==> src/rtl/synthesijer_fadd_pipe.sv <==
// Fully pipelined IEEE-754 adder/subtractor with a parametrised format, flush-to-zero,
// round-to-nearest-even and a fixed 4-cycle nd-to-valid latency.
module synthesijer_fadd_pipe #(
  parameter int EXP_W = 8,
  parameter int MAN_W = 23,
  parameter int W     = EXP_W + MAN_W + 1
) (
  input  logic         clk,
  input  logic         reset,
  input  logic [W-1:0] a,
  input  logic [W-1:0] b,
  input  logic         op,
  input  logic         nd,
  output logic [W-1:0] result,
  output logic         valid,
  output logic [3:0]   flags
);
  localparam int SW  = MAN_W + 1;
  localparam int AW  = MAN_W + 3;
  localparam int NW  = MAN_W + 4;
  localparam int LZW = $clog2(NW + 1);
  localparam int XW  = ((EXP_W > LZW) ? EXP_W : LZW) + 2;
  localparam logic [EXP_W-1:0] EXP_ONES = '1;
  localparam logic [XW-1:0]    EXP_MAX  = {{(XW-EXP_W){1'b0}}, EXP_ONES};
  localparam logic [W-1:0]     QNAN     = {1'b0, EXP_ONES, 1'b1, {(MAN_W-1){1'b0}}};

  logic [W-1:0] a0, b0;
  logic         op0, v0;

  always_ff @(posedge clk or negedge reset) begin
    if (!reset) begin
      a0 <= '0; b0 <= '0; op0 <= 1'b0; v0 <= 1'b0;
    end else begin
      a0 <= a; b0 <= b; op0 <= op; v0 <= nd;
    end
  end

  logic             sa, sb, za, zb, ia, ib, na, nb, a_ge_b, sp_c;
  logic [EXP_W-1:0] ea, eb;
  logic [MAN_W-1:0] fa, fb;
  logic [W-1:0]     spres_c;
  logic [3:0]       spflg_c;

  // Subnormals are flushed here, so magnitude compare on {exp, frac} is exact
  always_comb begin
    sa = a0[W-1];
    sb = b0[W-1] ^ op0;
    ea = a0[W-2:MAN_W];
    eb = b0[W-2:MAN_W];
    za = (ea == '0);
    zb = (eb == '0);
    fa = za ? '0 : a0[MAN_W-1:0];
    fb = zb ? '0 : b0[MAN_W-1:0];
    ia = (ea == EXP_ONES) && (fa == '0);
    ib = (eb == EXP_ONES) && (fb == '0);
    na = (ea == EXP_ONES) && (fa != '0);
    nb = (eb == EXP_ONES) && (fb != '0);
    a_ge_b = {ea, fa} >= {eb, fb};
    sp_c = 1'b1;
    spres_c = QNAN;
    spflg_c = 4'b1000;
    if (na || nb || (ia && ib && (sa != sb))) begin
      sp_c = 1'b1;
    end else if (ia) begin
      spres_c = {sa, EXP_ONES, {MAN_W{1'b0}}};
      spflg_c = 4'b0000;
    end else if (ib) begin
      spres_c = {sb, EXP_ONES, {MAN_W{1'b0}}};
      spflg_c = 4'b0000;
    end else if (za && zb) begin
      spres_c = {sa & sb, {(W-1){1'b0}}};
      spflg_c = 4'b0000;
    end else begin
      sp_c = 1'b0;
    end
  end

  logic             s1_v, s1_sx, s1_sy, s1_sp;
  logic [EXP_W-1:0] s1_ex, s1_d;
  logic [SW-1:0]    s1_mx, s1_my;
  logic [W-1:0]     s1_spres;
  logic [3:0]       s1_spflg;

  always_ff @(posedge clk or negedge reset) begin
    if (!reset) begin
      s1_v <= 1'b0; s1_sx <= 1'b0; s1_sy <= 1'b0; s1_sp <= 1'b0;
      s1_ex <= '0; s1_d <= '0; s1_mx <= '0; s1_my <= '0;
      s1_spres <= '0; s1_spflg <= '0;
    end else begin
      s1_v <= v0;
      s1_sp <= sp_c;
      s1_spres <= spres_c;
      s1_spflg <= spflg_c;
      if (a_ge_b) begin
        s1_sx <= sa; s1_ex <= ea; s1_mx <= {~za, fa};
        s1_sy <= sb; s1_my <= {~zb, fb}; s1_d <= ea - eb;
      end else begin
        s1_sx <= sb; s1_ex <= eb; s1_mx <= {~zb, fb};
        s1_sy <= sa; s1_my <= {~za, fa}; s1_d <= eb - ea;
      end
    end
  end

  logic [2*AW-1:0] ysh;
  logic [AW-1:0]   yal;
  logic            ystk;

  // Lower half of the double-width shift holds every bit pushed past the round bit
  always_comb begin
    ysh = {s1_my, 2'b00, {AW{1'b0}}} >> s1_d;
    if (XW'(s1_d) >= XW'(AW)) begin
      yal  = '0;
      ystk = |s1_my;
    end else begin
      yal  = ysh[2*AW-1:AW];
      ystk = |ysh[AW-1:0];
    end
  end

  logic             s2_v, s2_sx, s2_sub, s2_sp;
  logic [EXP_W-1:0] s2_ex;
  logic [NW-1:0]    s2_xa, s2_ya;
  logic [W-1:0]     s2_spres;
  logic [3:0]       s2_spflg;

  always_ff @(posedge clk or negedge reset) begin
    if (!reset) begin
      s2_v <= 1'b0; s2_sx <= 1'b0; s2_sub <= 1'b0; s2_sp <= 1'b0;
      s2_ex <= '0; s2_xa <= '0; s2_ya <= '0; s2_spres <= '0; s2_spflg <= '0;
    end else begin
      s2_v <= s1_v; s2_sx <= s1_sx; s2_sub <= s1_sx ^ s1_sy; s2_sp <= s1_sp;
      s2_ex <= s1_ex;
      s2_xa <= {s1_mx, 3'b000};
      s2_ya <= {yal, ystk};
      s2_spres <= s1_spres; s2_spflg <= s1_spflg;
    end
  end

  logic             s3_v, s3_s, s3_sp;
  logic [EXP_W-1:0] s3_ex;
  logic [NW:0]      s3_sum;
  logic [W-1:0]     s3_spres;
  logic [3:0]       s3_spflg;

  always_ff @(posedge clk or negedge reset) begin
    if (!reset) begin
      s3_v <= 1'b0; s3_s <= 1'b0; s3_sp <= 1'b0; s3_ex <= '0; s3_sum <= '0;
      s3_spres <= '0; s3_spflg <= '0;
    end else begin
      s3_v <= s2_v; s3_s <= s2_sx; s3_sp <= s2_sp; s3_ex <= s2_ex;
      s3_sum <= s2_sub ? ({1'b0, s2_xa} - {1'b0, s2_ya}) : ({1'b0, s2_xa} + {1'b0, s2_ya});
      s3_spres <= s2_spres; s3_spflg <= s2_spflg;
    end
  end

  logic [LZW-1:0]   lz;
  logic             hit, rnd_up, inexact;
  logic [NW-1:0]    norm;
  logic [XW-1:0]    exp_n, exp_r;
  logic [SW:0]      mant_r;
  logic [MAN_W-1:0] frac;
  logic [W-1:0]     res4;
  logic [3:0]       flg4;

  // Exponents are carried two bits wider so a deep cancellation shows up as a negative value
  always_comb begin
    lz = '0;
    hit = 1'b0;
    for (int i = NW - 1; i >= 0; i--) begin
      if (!hit && s3_sum[i]) begin
        lz = LZW'(NW - 1 - i);
        hit = 1'b1;
      end
    end
    if (s3_sum[NW]) begin
      norm  = {s3_sum[NW:2], s3_sum[1] | s3_sum[0]};
      exp_n = XW'(s3_ex) + XW'(1);
    end else begin
      norm  = s3_sum[NW-1:0] << lz;
      exp_n = XW'(s3_ex) - XW'(lz);
    end
    rnd_up  = norm[2] & (norm[1] | norm[0] | norm[3]);
    inexact = |norm[2:0];
    mant_r  = {1'b0, norm[NW-1:3]} + (SW+1)'(rnd_up);
    exp_r   = exp_n + XW'(mant_r[SW]);
    frac    = mant_r[SW] ? mant_r[SW-1:1] : mant_r[SW-2:0];
    if (s3_sp) begin
      res4 = s3_spres;
      flg4 = s3_spflg;
    end else if (s3_sum == '0) begin
      res4 = '0;
      flg4 = 4'b0000;
    end else if (exp_n[XW-1] || (exp_n == '0)) begin
      res4 = {s3_s, {(W-1){1'b0}}};
      flg4 = 4'b0011;
    end else if (exp_r >= EXP_MAX) begin
      res4 = {s3_s, EXP_ONES, {MAN_W{1'b0}}};
      flg4 = 4'b0101;
    end else begin
      res4 = {s3_s, exp_r[EXP_W-1:0], frac};
      flg4 = {3'b000, inexact};
    end
  end

  always_ff @(posedge clk or negedge reset) begin
    if (!reset) begin
      result <= '0; flags <= '0; valid <= 1'b0;
    end else begin
      valid <= s3_v;
      if (s3_v) begin
        result <= res4;
        flags  <= flg4;
      end
    end
  end

endmodule

==> config.mk <==
export PLATFORM = sky130hd
export DESIGN_NAME = synthesijer_fadd_pipe
export DESIGN_NICKNAME = d
export VERILOG_FILES = /design/src/rtl/synthesijer_fadd_pipe.sv
export SDC_FILE = /design/constraint.sdc
export NUM_CORES = 1
export LEC_CHECK = 0
export ABC_AREA = 1
export BUFFER_PORTS_ARGS = -buffer_cell sky130_fd_sc_hd__clkbuf_2
export CORE_AREA = 3 3 213 215
export CTS_BUF_LIST = sky130_fd_sc_hd__clkbuf_8 sky130_fd_sc_hd__clkbuf_16
export CTS_CLUSTER_SIZE = 28
export DETAILED_ROUTE_END_ITERATION = 6
export DIE_AREA = 0 0 216 218
export GPL_TIMING_DRIVEN = 0
export PLACE_DENSITY = 0.57
export RECOVER_POWER = 25
export SETUP_SLACK_MARGIN = 0.15
export SYNTH_ARGS = -nofsm -noshare
export SYNTH_HDL_FRONTEND = slang
export SYNTH_SLANG_ARGS = --single-unit
==> constraint.sdc <==
create_clock -name clk -period 8.8 [get_ports clk]
set_clock_uncertainty 0.1 [all_clocks]
set_input_delay 2.64 -clock clk [delete_from_list [all_inputs] [get_ports clk]]
set_output_delay 2.64 -clock clk [all_outputs]
set_load 0.01 [all_outputs]
==> insert_results.sql <==
INSERT INTO impl_metrics (metric_group, metric, value, unit) VALUES
('outcome', 'violations', 'max-capacitance violations, max-slew violations', ''),
('timing', 'fin_crit_sh', '0.7818', ''),
('critical_path', 'critical_path.max_stage_delay', '0.53', 'ns'),
('critical_path', 'crit_arrival', '7.26', 'ns'),
('clock_tree', 'clock_tree.buffer_depth', '3', ''),
('routing', 'routed_len_inst', '17.56', 'µm'),
('critical_path', 'crit_type', 'reg2reg', ''),
('timing', 'finalWorstSetupSlack', '1.920', 'ns'),
('synth', 'synthAdderAreaFrac', '0.07422', ''),
('layout', 'design.final.nets', '2572', ''),
('layout', 'finished_cell_area', '19890', 'µm²'),
('synth', 'synth_seq_area_share', '0.4048', ''),
('critical_path', 'critical_path.max_fanout', '10', ''),
('routing', 'detailedRoute.firstPassIterationCount', '6', ''),
('timing', 'worst-slew-pin-transition', '4.302', 'ns'),
('timing', 'unrepaired_setup_endpoints_after_global_routing', 'no', ''),
('synth', 'synth-xor-area-share', '0.02663', ''),
('critical_path', 'crit-reg2reg-launch', 's3_sum[13]$_DFF_PN0_', ''),
('layout', 'final-seq-area', '7057', 'µm²'),
('clock_tree', 'post_cts_hold_buffer_count', '0', ''),
('floorplanning', 'pin_count', '105', ''),
('flow_run', 'max_cap_viol_count', '1', ''),
('synth', 'synth_flop_cell', 'sky130_fd_sc_hd__dfrtp_1', ''),
('synth', 'syn_area', '17430', 'µm²'),
('routing', 'avgViaCountPerCell', '5.171', ''),
('placed_design', 'place.detailed.instances', '2959', ''),
('layout', 'multiInputGateArea', '8919', 'µm²'),
('power_and_ir_drop', 'cellLeakagePower', '9.988', 'nW'),
('critical_path', 'cp-end-kind', 'flip-flop', ''),
('layout', 'drive_above_1_share', '0.1110', ''),
('timing', 'setup_violations', '0', ''),
('synth', 'synth.mux.area_fraction', '0.009762', ''),
('clock_tree', 'post_cts_buffers', '0', ''),
('routing', 'postRouteAntennaNets', '0', ''),
('timing', 'fin_worst_hold_slack', '0.2434', 'ns'),
('timing', 'final_max_slew_viol_count', '75', ''),
('routing', 'drcViolationCount', '0', ''),
('outcome', 'result_of_the_run', 'finished with violations', ''),
('placed_design', 'detailedPlacementHpwl', '43050', 'µm'),
('critical_path', 'worst_ep_required_time', '9.18', 'ns'),
('clock_tree', 'clock_sinks', '282', ''),
('power_and_ir_drop', 'switching_share', '0.4646', ''),
('routing', 'routed_wl', '52970', 'µm'),
('synth', 'synth_enable_flop_cells', '0', ''),
('timing', 'tns', '0', 'ns'),
('synth', 'post_synth_num_cell_types', '65', ''),
('power_and_ir_drop', 'power_report.internal_total', '3.353', 'mW'),
('worst_hold_path', 'hp-class', 'reg2reg', ''),
('synth', 'synth_simple_gate_area_share', '0.2837', ''),
('critical_path', 'timing.critical_path.from', 's3_sum[13]$_DFF_PN0_', ''),
('synth', 'synth_area_leaders', 'sky130_fd_sc_hd__dfrtp_1 (40%), sky130_fd_sc_hd__nand2_1 (12%), sky130_fd_sc_hd__ha_1 (7.0%)', ''),
('power_and_ir_drop', 'switching_power', '2.910', 'mW'),
('synth', 'post-synth-top-area-fraction', '0.4048', ''),
('placed_design', 'dpl-instance-area', '18760', 'µm²'),
('floorplanning', 'die-width', '216', 'µm'),
('floorplanning', 'fp.dieArea', '47090', 'µm²'),
('timing', 'maximum_clock_rate', '145.3', 'MHz'),
('power_and_ir_drop', 'finalPower', '6.263', 'mW'),
('routing', 'detailedRoute.firstIterationViolations', '1085', ''),
('grt', 'antenna_violations_before_repair', '0', ''),
('synth', 'synth.yosys.warnings', '0', ''),
('power_and_ir_drop', 'p_per_area', '315.0', 'nW/µm²'),
('grt', 'grt_overflow_total', '0', ''),
('power_and_ir_drop', 'sequentialPowerShare', '0.283', ''),
('placed_design', 'preCtsSetupSlack', '2.086', 'ns'),
('placed_design', 'port_buffers', '104', ''),
('synth', 'netlist.top_cell.by_area', 'sky130_fd_sc_hd__dfrtp_1', ''),
('timing', 'relSlewSlack', '-1.868', ''),
('synth', 'syn_area_per_cell', '7.710', 'µm²'),
('grt', 'grt_pass1_wl', '83860', 'µm'),
('power_and_ir_drop', 'clockPowerShare', '0.226', '');
final cells by class:
type | count | area share
antenna | 1 | 0.0001258
buffer | 85 | 0.01944
clock buffer | 38 | 0.04555
clock inverter | 18 | 0.01164
inverter | 285 | 0.05380
multi-input combinational | 1609 | 0.4485
sequential | 282 | 0.3549
tap | 592 | 0.03725
timing repair buffer | 106 | 0.02882
logic make-up after synthesis:
family                     Yosys count
AOI/OAI and AO/OA                  355
xor gates and xnor gates            53
adders and majority gates          101
buffers and inverters              370
DFF                                282
muxes                               17
and+or+nand+nor                   1083
routing by layer:
layer,track usage,part of all wire,up-vias
li1,-,-,7741
met1,0.3108,0.46,7312
met2,0.3616,0.44,431
met3,0.02940,0.054,112
met4,0.09411,0.039,0
met5,0,0,-
registers in the layout, summed over array words and instances (netlist names), 3 cells and up:
register,flops
s3_ex,8
s1_my,24
result,32
s1_mx,24
s2_spres,3
s3_spres,3
s1_ex,8
s1_spres,3
b0,32
s1_d,8
s3_sum,28
s2_ya,27
s2_xa,24
a0,32
s2_ex,8
flags,4
power by group through the flow:
stage / Combinational, mW / Sequential (mW) / Clock [mW]
5_1_grt: 3.46 / 1.79 / 1.51
4_1_cts: 3.05 / 1.77 / 1.46
3_3_place_gp: 3.03 / 1.79 / 0
6_report: 3.08 / 1.77 / 1.41
2_1_floorplan: 2.13 / 1.72 / 0
3_5_place_dp: 3.03 / 1.79 / 0
cells in the final DEF, fill, tap and decap left out, types with 5 or more instances in the layout:
cell type and instances:
sky130_fd_sc_hd__xor2_1 41, sky130_fd_sc_hd__o221ai_1 5, sky130_fd_sc_hd__nor3_1 24, sky130_fd_sc_hd__nand2_2 15
sky130_fd_sc_hd__a31oi_1 11, sky130_fd_sc_hd__inv_2 17, sky130_fd_sc_hd__a21oi_1 88, sky130_fd_sc_hd__mux2i_1 17
sky130_fd_sc_hd__o21ai_0 145, sky130_fd_sc_hd__buf_6 5, sky130_fd_sc_hd__nor2_2 14, sky130_fd_sc_hd__nand2_1 562
sky130_fd_sc_hd__nor2_1 153, sky130_fd_sc_hd__nand4_1 48, sky130_fd_sc_hd__nand3b_1 5, sky130_fd_sc_hd__or2_2 8
sky130_fd_sc_hd__ha_1 97, sky130_fd_sc_hd__clkinv_1 6, sky130_fd_sc_hd__clkbuf_16 34, sky130_fd_sc_hd__buf_1 7
sky130_fd_sc_hd__o2111ai_1 9, sky130_fd_sc_hd__nor4_1 14, sky130_fd_sc_hd__nand3_1 202, sky130_fd_sc_hd__o22ai_1 33
sky130_fd_sc_hd__xnor2_1 12, sky130_fd_sc_hd__clkbuf_2 102, sky130_fd_sc_hd__dfrtp_1 282, sky130_fd_sc_hd__o31ai_1 12
sky130_fd_sc_hd__o21ai_1 15, sky130_fd_sc_hd__clkbuf_1 59, sky130_fd_sc_hd__inv_1 266, sky130_fd_sc_hd__clkinv_2 6
sky130_fd_sc_hd__nor2_4 6, sky130_fd_sc_hd__nand3_2 6, sky130_fd_sc_hd__buf_2 12
worst max-delay path: cells and delay by family, from the launching register on:
| family | cells | cell delay (ns) |
|---|---|---|
| xor+xnor | 1 | 0.15 |
| fa+ha+maj | 3 | 0.64 |
| compound gates | 2 | 0.52 |
| flops | 1 | 0.53 |
| buf+inv | 7 | 1.33 |
| simple gates | 20 | 3.52 |
worst paths after layout:
check	to	slack [ns]	cells after the start
max	result[22]$_DFFE_PN0P_	1.92	33
min	s2_spres[31]$_DFF_PN0_	0.24	0
max reg2reg	result[22]$_DFFE_PN0P_	1.92	33
min reg2reg	s2_spres[31]$_DFF_PN0_	0.24	0
max in group asynchronous	s3_sum[17]$_DFF_PN0_	2.65	1
min in group asynchronous	result[4]$_DFFE_PN0P_	3.49	1
Note: power is estimated with default switching activity, not from simulation.
